`src/rtl/cfg_pkg.sv`:
```
// rtl/cfg_pkg.sv - shared status codes, receiver states and frame-length helper
package cfg_pkg;

   localparam logic [1:0] ST_OK   = 2'd0;
   localparam logic [1:0] ST_LEN  = 2'd1;
   localparam logic [1:0] ST_PAR  = 2'd2;
   localparam logic [1:0] ST_ADDR = 2'd3;

   typedef enum logic [2:0] {
      S_IDLE,
      S_ADDR,
      S_DATA,
      S_PAR,
      S_OVER
   } state_e;

   function automatic int flen(input int addrw, input int dataw);
      return addrw + dataw + 1;
   endfunction

endpackage

```
`src/rtl/cfg_frame_rx.sv`:
```
// rtl/cfg_frame_rx.sv - serial frame receiver: FSM, bit counter, field shifters, parity
module cfg_frame_rx
   import cfg_pkg::*;
#(
   parameter int ADDRW = 3,
   parameter int DATAW = 16,
   parameter int NBANK = 8
) (
   input  logic             clk_i,
   input  logic             rst_ni,
   input  logic             sel_i,
   input  logic             sdi_i,
   output logic             busy_o,
   output logic             frame_done_o,
   output logic [ADDRW-1:0] addr_o,
   output logic [DATAW-1:0] data_o,
   output logic [1:0]       status_o,
   output logic             addr_last_o,
   output logic [ADDRW-1:0] addr_next_o,
   output logic             data_bit_o,
   output logic             data_last_o
);

   localparam int FLEN = flen(ADDRW, DATAW);
   localparam int CW   = $clog2(FLEN + 1);
   localparam logic [CW-1:0] C_ONE   = CW'(1);
   localparam logic [CW-1:0] C_ALAST = CW'(ADDRW - 1);
   localparam logic [CW-1:0] C_ADDR  = CW'(ADDRW);
   localparam logic [CW-1:0] C_DLAST = CW'(ADDRW + DATAW - 1);
   localparam logic [CW-1:0] C_DEND  = CW'(ADDRW + DATAW);
   localparam logic [CW-1:0] C_FLEN  = CW'(FLEN);

   state_e           state_q, state_d;
   logic [CW-1:0]    cnt_q, cnt_d;
   logic [ADDRW-1:0] addr_q, addr_d;
   logic [DATAW-1:0] data_q, data_d;
   logic             par_q, par_d;

   always_ff @(posedge clk_i or negedge rst_ni) begin
      if (!rst_ni) begin
         state_q <= S_IDLE;
         cnt_q   <= '0;
         addr_q  <= '0;
         data_q  <= '0;
         par_q   <= 1'b0;
      end else begin
         state_q <= state_d;
         cnt_q   <= cnt_d;
         addr_q  <= addr_d;
         data_q  <= data_d;
         par_q   <= par_d;
      end
   end

   // State names the field the next sampled bit belongs to; the counter saturates at FLEN.
   always_comb begin
      state_d = state_q;
      cnt_d   = cnt_q;
      addr_d  = addr_q;
      data_d  = data_q;
      par_d   = par_q;
      if (sel_i) begin
         cnt_d = (cnt_q == C_FLEN) ? cnt_q : cnt_q + 1'b1;
         par_d = par_q ^ sdi_i;
         unique case (state_q)
            S_IDLE: begin
               cnt_d   = C_ONE;
               par_d   = sdi_i;
               addr_d  = ADDRW'(sdi_i);
               data_d  = '0;
               state_d = (C_ADDR == C_ONE) ? S_DATA : S_ADDR;
            end
            S_ADDR: begin
               addr_d  = ADDRW'({addr_q, sdi_i});
               state_d = (cnt_d == C_ADDR) ? S_DATA : S_ADDR;
            end
            S_DATA: begin
               data_d  = DATAW'({data_q, sdi_i});
               state_d = (cnt_d == C_DEND) ? S_PAR : S_DATA;
            end
            S_PAR: begin
               if (cnt_q == C_FLEN) state_d = S_OVER;
            end
            S_OVER: state_d = S_OVER;
            default: state_d = S_IDLE;
         endcase
      end else begin
         state_d = S_IDLE;
         cnt_d   = '0;
      end
   end

   always_comb begin
      busy_o       = (state_q != S_IDLE);
      frame_done_o = (state_q != S_IDLE) && !sel_i;
      if (state_q == S_OVER || cnt_q != C_FLEN) status_o = ST_LEN;
      else if (par_q)                           status_o = ST_PAR;
      else if (int'(addr_q) >= NBANK)           status_o = ST_ADDR;
      else                                      status_o = ST_OK;
      addr_last_o  = sel_i && (state_q == S_IDLE || state_q == S_ADDR) && (cnt_q == C_ALAST);
      addr_next_o  = addr_d;
      data_bit_o   = sel_i && (state_q == S_DATA);
      data_last_o  = sel_i && (state_q == S_DATA) && (cnt_q == C_DLAST);
      addr_o       = addr_q;
      data_o       = data_q;
   end

endmodule

```
`src/rtl/cfg_bank_loader.sv`:
```
// rtl/cfg_bank_loader.sv - addressed configuration bank loader with serial readback
module cfg_bank_loader
   import cfg_pkg::*;
#(
   parameter int DATAW = 16,
   parameter int NBANK = 8,
   parameter int ADDRW = 3
) (
   input  logic                   CLK,
   input  logic                   RST_N,
   input  logic                   SEL,
   input  logic                   SDI,
   output logic                   SDO,
   output logic [NBANK*DATAW-1:0] CNF,
   output logic [NBANK-1:0]       UPD,
   output logic [1:0]             STATUS,
   output logic                   BUSY
);

   logic             rx_busy, rx_done, rx_addr_last, rx_data_bit, rx_data_last;
   logic [ADDRW-1:0] rx_addr, rx_addr_next;
   logic [DATAW-1:0] rx_data;
   logic [1:0]       rx_status;

   logic [NBANK*DATAW-1:0] cnf_q, cnf_d;
   logic [NBANK-1:0]       upd_q, upd_d;
   logic [1:0]             status_q, status_d;
   logic [DATAW-1:0]       rb_q, rb_d, rb_new;
   logic                   sdo_q, sdo_d;

   cfg_frame_rx #(
      .ADDRW(ADDRW),
      .DATAW(DATAW),
      .NBANK(NBANK)
   ) u_rx (
      .clk_i        (CLK),
      .rst_ni       (RST_N),
      .sel_i        (SEL),
      .sdi_i        (SDI),
      .busy_o       (rx_busy),
      .frame_done_o (rx_done),
      .addr_o       (rx_addr),
      .data_o       (rx_data),
      .status_o     (rx_status),
      .addr_last_o  (rx_addr_last),
      .addr_next_o  (rx_addr_next),
      .data_bit_o   (rx_data_bit),
      .data_last_o  (rx_data_last)
   );

   always_ff @(posedge CLK or negedge RST_N) begin
      if (!RST_N) begin
         cnf_q    <= '0;
         upd_q    <= '0;
         status_q <= ST_OK;
         rb_q     <= '0;
         sdo_q    <= 1'b0;
      end else begin
         cnf_q    <= cnf_d;
         upd_q    <= upd_d;
         status_q <= status_d;
         rb_q     <= rb_d;
         sdo_q    <= sdo_d;
      end
   end

   // Readback snapshot is taken while the address completes, so a same-frame commit returns old data.
   always_comb begin
      rb_new = '0;
      for (int b = 0; b < NBANK; b++) begin
         if (int'(rx_addr_next) == b) rb_new = cnf_q[b*DATAW +: DATAW];
      end
      cnf_d    = cnf_q;
      upd_d    = '0;
      status_d = status_q;
      rb_d     = rb_q;
      sdo_d    = 1'b0;
      if (rx_done) begin
         status_d = rx_status;
         if (rx_status == ST_OK) begin
            for (int b = 0; b < NBANK; b++) begin
               if (int'(rx_addr) == b) begin
                  cnf_d[b*DATAW +: DATAW] = rx_data;
                  upd_d[b]                = 1'b1;
               end
            end
         end
      end
      if (rx_addr_last) begin
         rb_d  = rb_new;
         sdo_d = rb_new[DATAW-1];
      end else if (rx_data_bit) begin
         rb_d = rb_q << 1;
         if (!rx_data_last) sdo_d = rb_q[DATAW-2];
      end
   end

   assign SDO    = sdo_q;
   assign CNF    = cnf_q;
   assign UPD    = upd_q;
   assign STATUS = status_q;
   assign BUSY   = rx_busy;

endmodule
```
`config.mk`:
```
export PLATFORM = sky130hd
export DESIGN_NAME = cfg_bank_loader
export DESIGN_NICKNAME = d
export VERILOG_FILES = /design/src/rtl/cfg_pkg.sv /design/src/rtl/cfg_frame_rx.sv /design/src/rtl/cfg_bank_loader.sv
export SDC_FILE = /design/constraint.sdc
export NUM_CORES = 1
export LEC_CHECK = 0
export ABC_AREA = 1
export BUFFER_PORTS_ARGS = -buffer_cell sky130_fd_sc_hd__buf_2
export CORE_MARGIN = 2
export CORE_UTILIZATION = 55
export CTS_CLUSTER_DIAMETER = 30
export DETAILED_ROUTE_END_ITERATION = 8
export PLACE_DENSITY = 0.78
export SLEW_MARGIN = 10
export SYNTH_ARGS = -nofsm -noshare
export SYNTH_HDL_FRONTEND = slang
export SYNTH_SLANG_ARGS = --single-unit
```
`constraint.sdc`:
```
create_clock -name CLK -period 2.25 [get_ports CLK]
set_clock_uncertainty 0.05 [all_clocks]
set_input_delay 0.1125 -clock CLK [delete_from_list [all_inputs] [get_ports CLK]]
set_output_delay 0.1125 -clock CLK [all_outputs]
set_load 0.03 [all_outputs]
```
==> results_dict.tcl <==
set metrics [dict create \
    diodes 0 \
    ir_drop_uv 534.1 \
    status "finished, final reports clean" \
    hpwl_mm 15.76 \
    cellLeakagePower_uw 0.004936 \
    ys_warn_count 0 \
    ios 144 \
    gp_congestion 0.8872 \
    die_h_um 127.6 \
    fill_cells 1164 \
    synthMuxAreaShare 0 \
    ant_nets 0 \
    routedWlPerCell_um 18.83 \
    power_frac_seq 0.453 \
    post-route-period-util 0.9736 \
    p_switching_uw 2429 \
    dieArea_mm2 0.01629 \
    synth_top_family_by_area "simple AND/OR/NAND/NOR gates" \
    setup_violations 0 \
    period_minus_slack_ns 2.190 \
    synthAdderAreaFrac 0.004466 \
    drv_cap 0 \
    layout_commonest_cell "nand2_1" \
    core_mm2 0.01509 \
    synthArstFlopShare 1.000 \
    die_x_um 127.6 \
    cp_slowest_cell "dfrtp_1" \
    worst_slew_pin_slew_ns 0.5120 \
    clock_path_buffers 2 \
    startpoint_type "flip-flop" \
    drt_iter0_drc 903 \
    htree_levels 4 \
    path_max_fanout 8 \
    drtPass1Iterations 5 \
    start_util 0.5570 \
    synth_edf_count 0 \
    slew_headroom 0.6583 \
    grt_pass1_wl_mm 36.53 \
    num_vias 7525 \
    path_cells "inv_2 > ha_4 > nand2_2 > nor3_4 > inv_2 > nor4_4 > inv_2 > nor2_4 > inv_4 > nor2_4 > buf_4 > inv_6 > nand2_1 > o21ai_2" \
    syn_inst 921 \
    post-route-cell-area_mm2 0.01021 \
    layout.cells.most_common_list "215 x nand2_1, 181 x dfrtp_1, 142 x buf_2" \
    cts_sinks 182 \
    synth.distinct_cells 35 \
    area_delta_synth_final_pct 21.53 \
    ys_seq_elements 182 \
    antenna_found_initial 0 \
    crit_required_ns 2.50 \
    grt_usage 0.2897 \
    worstSetupEndpointType "flip-flop" \
    io_buffers 143 \
    wl_met2_mm 11.20 \
    critPathMostFrequentCell "inv_2" \
    crit_arrival_ns 2.44 \
    intPower_uw 5863 \
    synth-simple-area-share 0.2276 \
    synth_compound_area_frac 0.1423 \
    synth_seq_area_share 0.5419 \
    drive_gt1_frac 0.2819 \
    crit_buf_inv 6 \
    clk_pin_slew_ns 0.06 \
    routed.top_layer "met4" \
    fmax_mhz 456.5 \
    tns_ns 0 \
    critPathKind "flip-flop to flip-flop" \
    viasPerCell 5.861 \
    synth-xor-area-share 0.002084 \
    clockRootBuffer "clkbuf_16" \
    tritoncts "done" \
    total_power_uw 8293 \
    critical_path.top_delay_family "simple AND/OR/NAND/NOR gates" \
    synth_nets 928 \
    wl_met3_mm 2.392 \
    clk_latency_ns 0.43 \
    grt_max_degree 84 \
    nNetsFinal 1091 \
    syn_area_per_cell_um2 9.125 \
    drc 0 \
    placed_area_mm2 0.009296 \
    p_sw_frac 0.2929 \
    drt-total-wl_mm 24.17 \
    final_hold_viol_count 0 \
    p_per_area_mw_per_mm2 811.9 \
    synthFlopType "dfrtp_1" \
    pwr-share-clk 0.372 \
    hold_path_class "primary input to flip-flop" \
    syn_area_mm2 0.008404 \
    grt_pass1_vias 6771 \
    cts_buffers 17 \
    critPathMaxStageDelay_ns 0.39 \
    globalRouteOverflowTotal 0 \
    combPwrFrac 0.175 \
    drv_slew 0 \
    rows 45 \
    wl_met1_mm 10.01 \
]
## per-stage QoR
step / std cells / setup slack [ns] / util / hold slack, ns
3_5_place_dp: 1229 / -0.01630 / 0.6161 / 0.03263
6_report: 1284 / 0.05950 / 0.6769 / 0.05994
4_1_cts: 1262 / 0.001846 / 0.6582 / 0.05285
3_3_place_gp: 1229 / 0.07068 / 0.6161 / 0.03020
5_1_grt: 1284 / -0.04159 / 0.6769 / 0.06430
2_1_floorplan: 921 / 0.2931 / - / -0.2331
## final cells by class
cell class	count	area [µm²]	share of cell area
clock buffer	22	484.2	0.04741
sequential	182	4556	0.4460
clock inverter	9	123.9	0.01213
timing repair buffer	190	1242	0.1216
tap	188	235.2	0.02303
inverter	84	357.8	0.03504
multi-input combinational	607	3197	0.3130
timing repair inverter	2	17.52	0.001715
## kinds of logic (layout without fill, tap and decap cells)
| kind of cell | count (synthesis) | in the layout |
|---|---|---|
| compound gates | 202 | 202 |
| fa+ha+maj | 3 | 3 |
| buf+inv | 132 | 307 |
| simple gates | 400 | 400 |
| xor+xnor | 2 | 2 |
| flops | 182 | 182 |
## cells in the mapped netlist, types with 2 or more instances
cell | instances | area, µm²
nand2_4 | 3 | 33.78
o21ai_2 | 40 | 350.3
clkinv_1 | 2 | 7.510
a21oi_1 | 38 | 190.2
inv_2 | 9 | 33.78
clkbuf_1 | 5 | 18.77
ha_1 | 3 | 37.54
nor2_1 | 62 | 232.7
inv_1 | 71 | 266.5
nor2_8 | 2 | 40.04
o21ai_0 | 49 | 245.2
nand4_1 | 63 | 394.1
nor2_4 | 8 | 90.09
dfrtp_1 | 182 | 4554
nand3_2 | 2 | 20.02
o21ai_1 | 54 | 270.3
o22ai_1 | 16 | 100.1
nor3_1 | 7 | 35.03
nor3_4 | 5 | 81.33
nand2_2 | 3 | 18.77
buf_2 | 16 | 80.08
a21oi_2 | 2 | 17.52
nor2_2 | 2 | 12.51
inv_4 | 2 | 12.51
nand2_1 | 216 | 810.8
nand3_1 | 25 | 125.1
buf_4 | 8 | 60.06
xor2_1 | 2 | 17.52
buf_6 | 18 | 202.7
## tightest hold or removal path, cell delays in order
cell and delay [ns]:
buf_2 0.20, o21ai_0 0.13, nand2_1 0.07
## power by group through the flow
stage               Combinational, µW  Clock [µW]  Sequential (µW)
floorplan                         675           0             3980
global placement                 1310           0             3790
detailed placement               1340           0             3790
global route                     1580        3250             3780
CTS                              1360        3080             3740
finish                           1450        3090             3760
## flip-flops by register name (all words and copies together) (netlist names)
register      flops
CNF             128
SDO               1
STATUS            2
UPD               8
rb_q             15
u_rx.addr_o       3
u_rx.cnt_q        5
u_rx.data_o      16
u_rx.par_q        1
u_rx.state_q      3
## path summary, 6_finish.rpt
check	startpoint	end	slack [ns]	depth (start not counted)
hold / removal	SEL	STATUS[1]	0.06	3
hold reg to reg	rb_q[8]	rb_q[8]	0.44	2
min in group asynchronous	RST_N	u_rx.cnt_q[2]	0.14	2
setup reg to reg	u_rx.cnt_q[0]	CNF[24]	0.06	14
max in group asynchronous	RST_N	CNF[114]	1.23	3
setup / recovery	u_rx.cnt_q[0]	CNF[24]	0.06	14
## what timing repair did
item,4_1_cts,5_1_grt
gates resized for setup,3,28
cloned,0,4
endpoints found under the hold margin,53,0
setup buffers,0,18
pin swaps,0,7
setup endpoints to repair,42,113
hold buffers,2,0
## layer usage
| layer | track usage | vias up |
|---|---|---|
| li1 | - | 3413 |
| met1 | 0.4337 | 3601 |
| met2 | 0.4332 | 461 |
| met3 | 0.06030 | 50 |
| met4 | 0.07951 | 0 |
| met5 | 0 | - |
(Power assumes the default switching activity.)
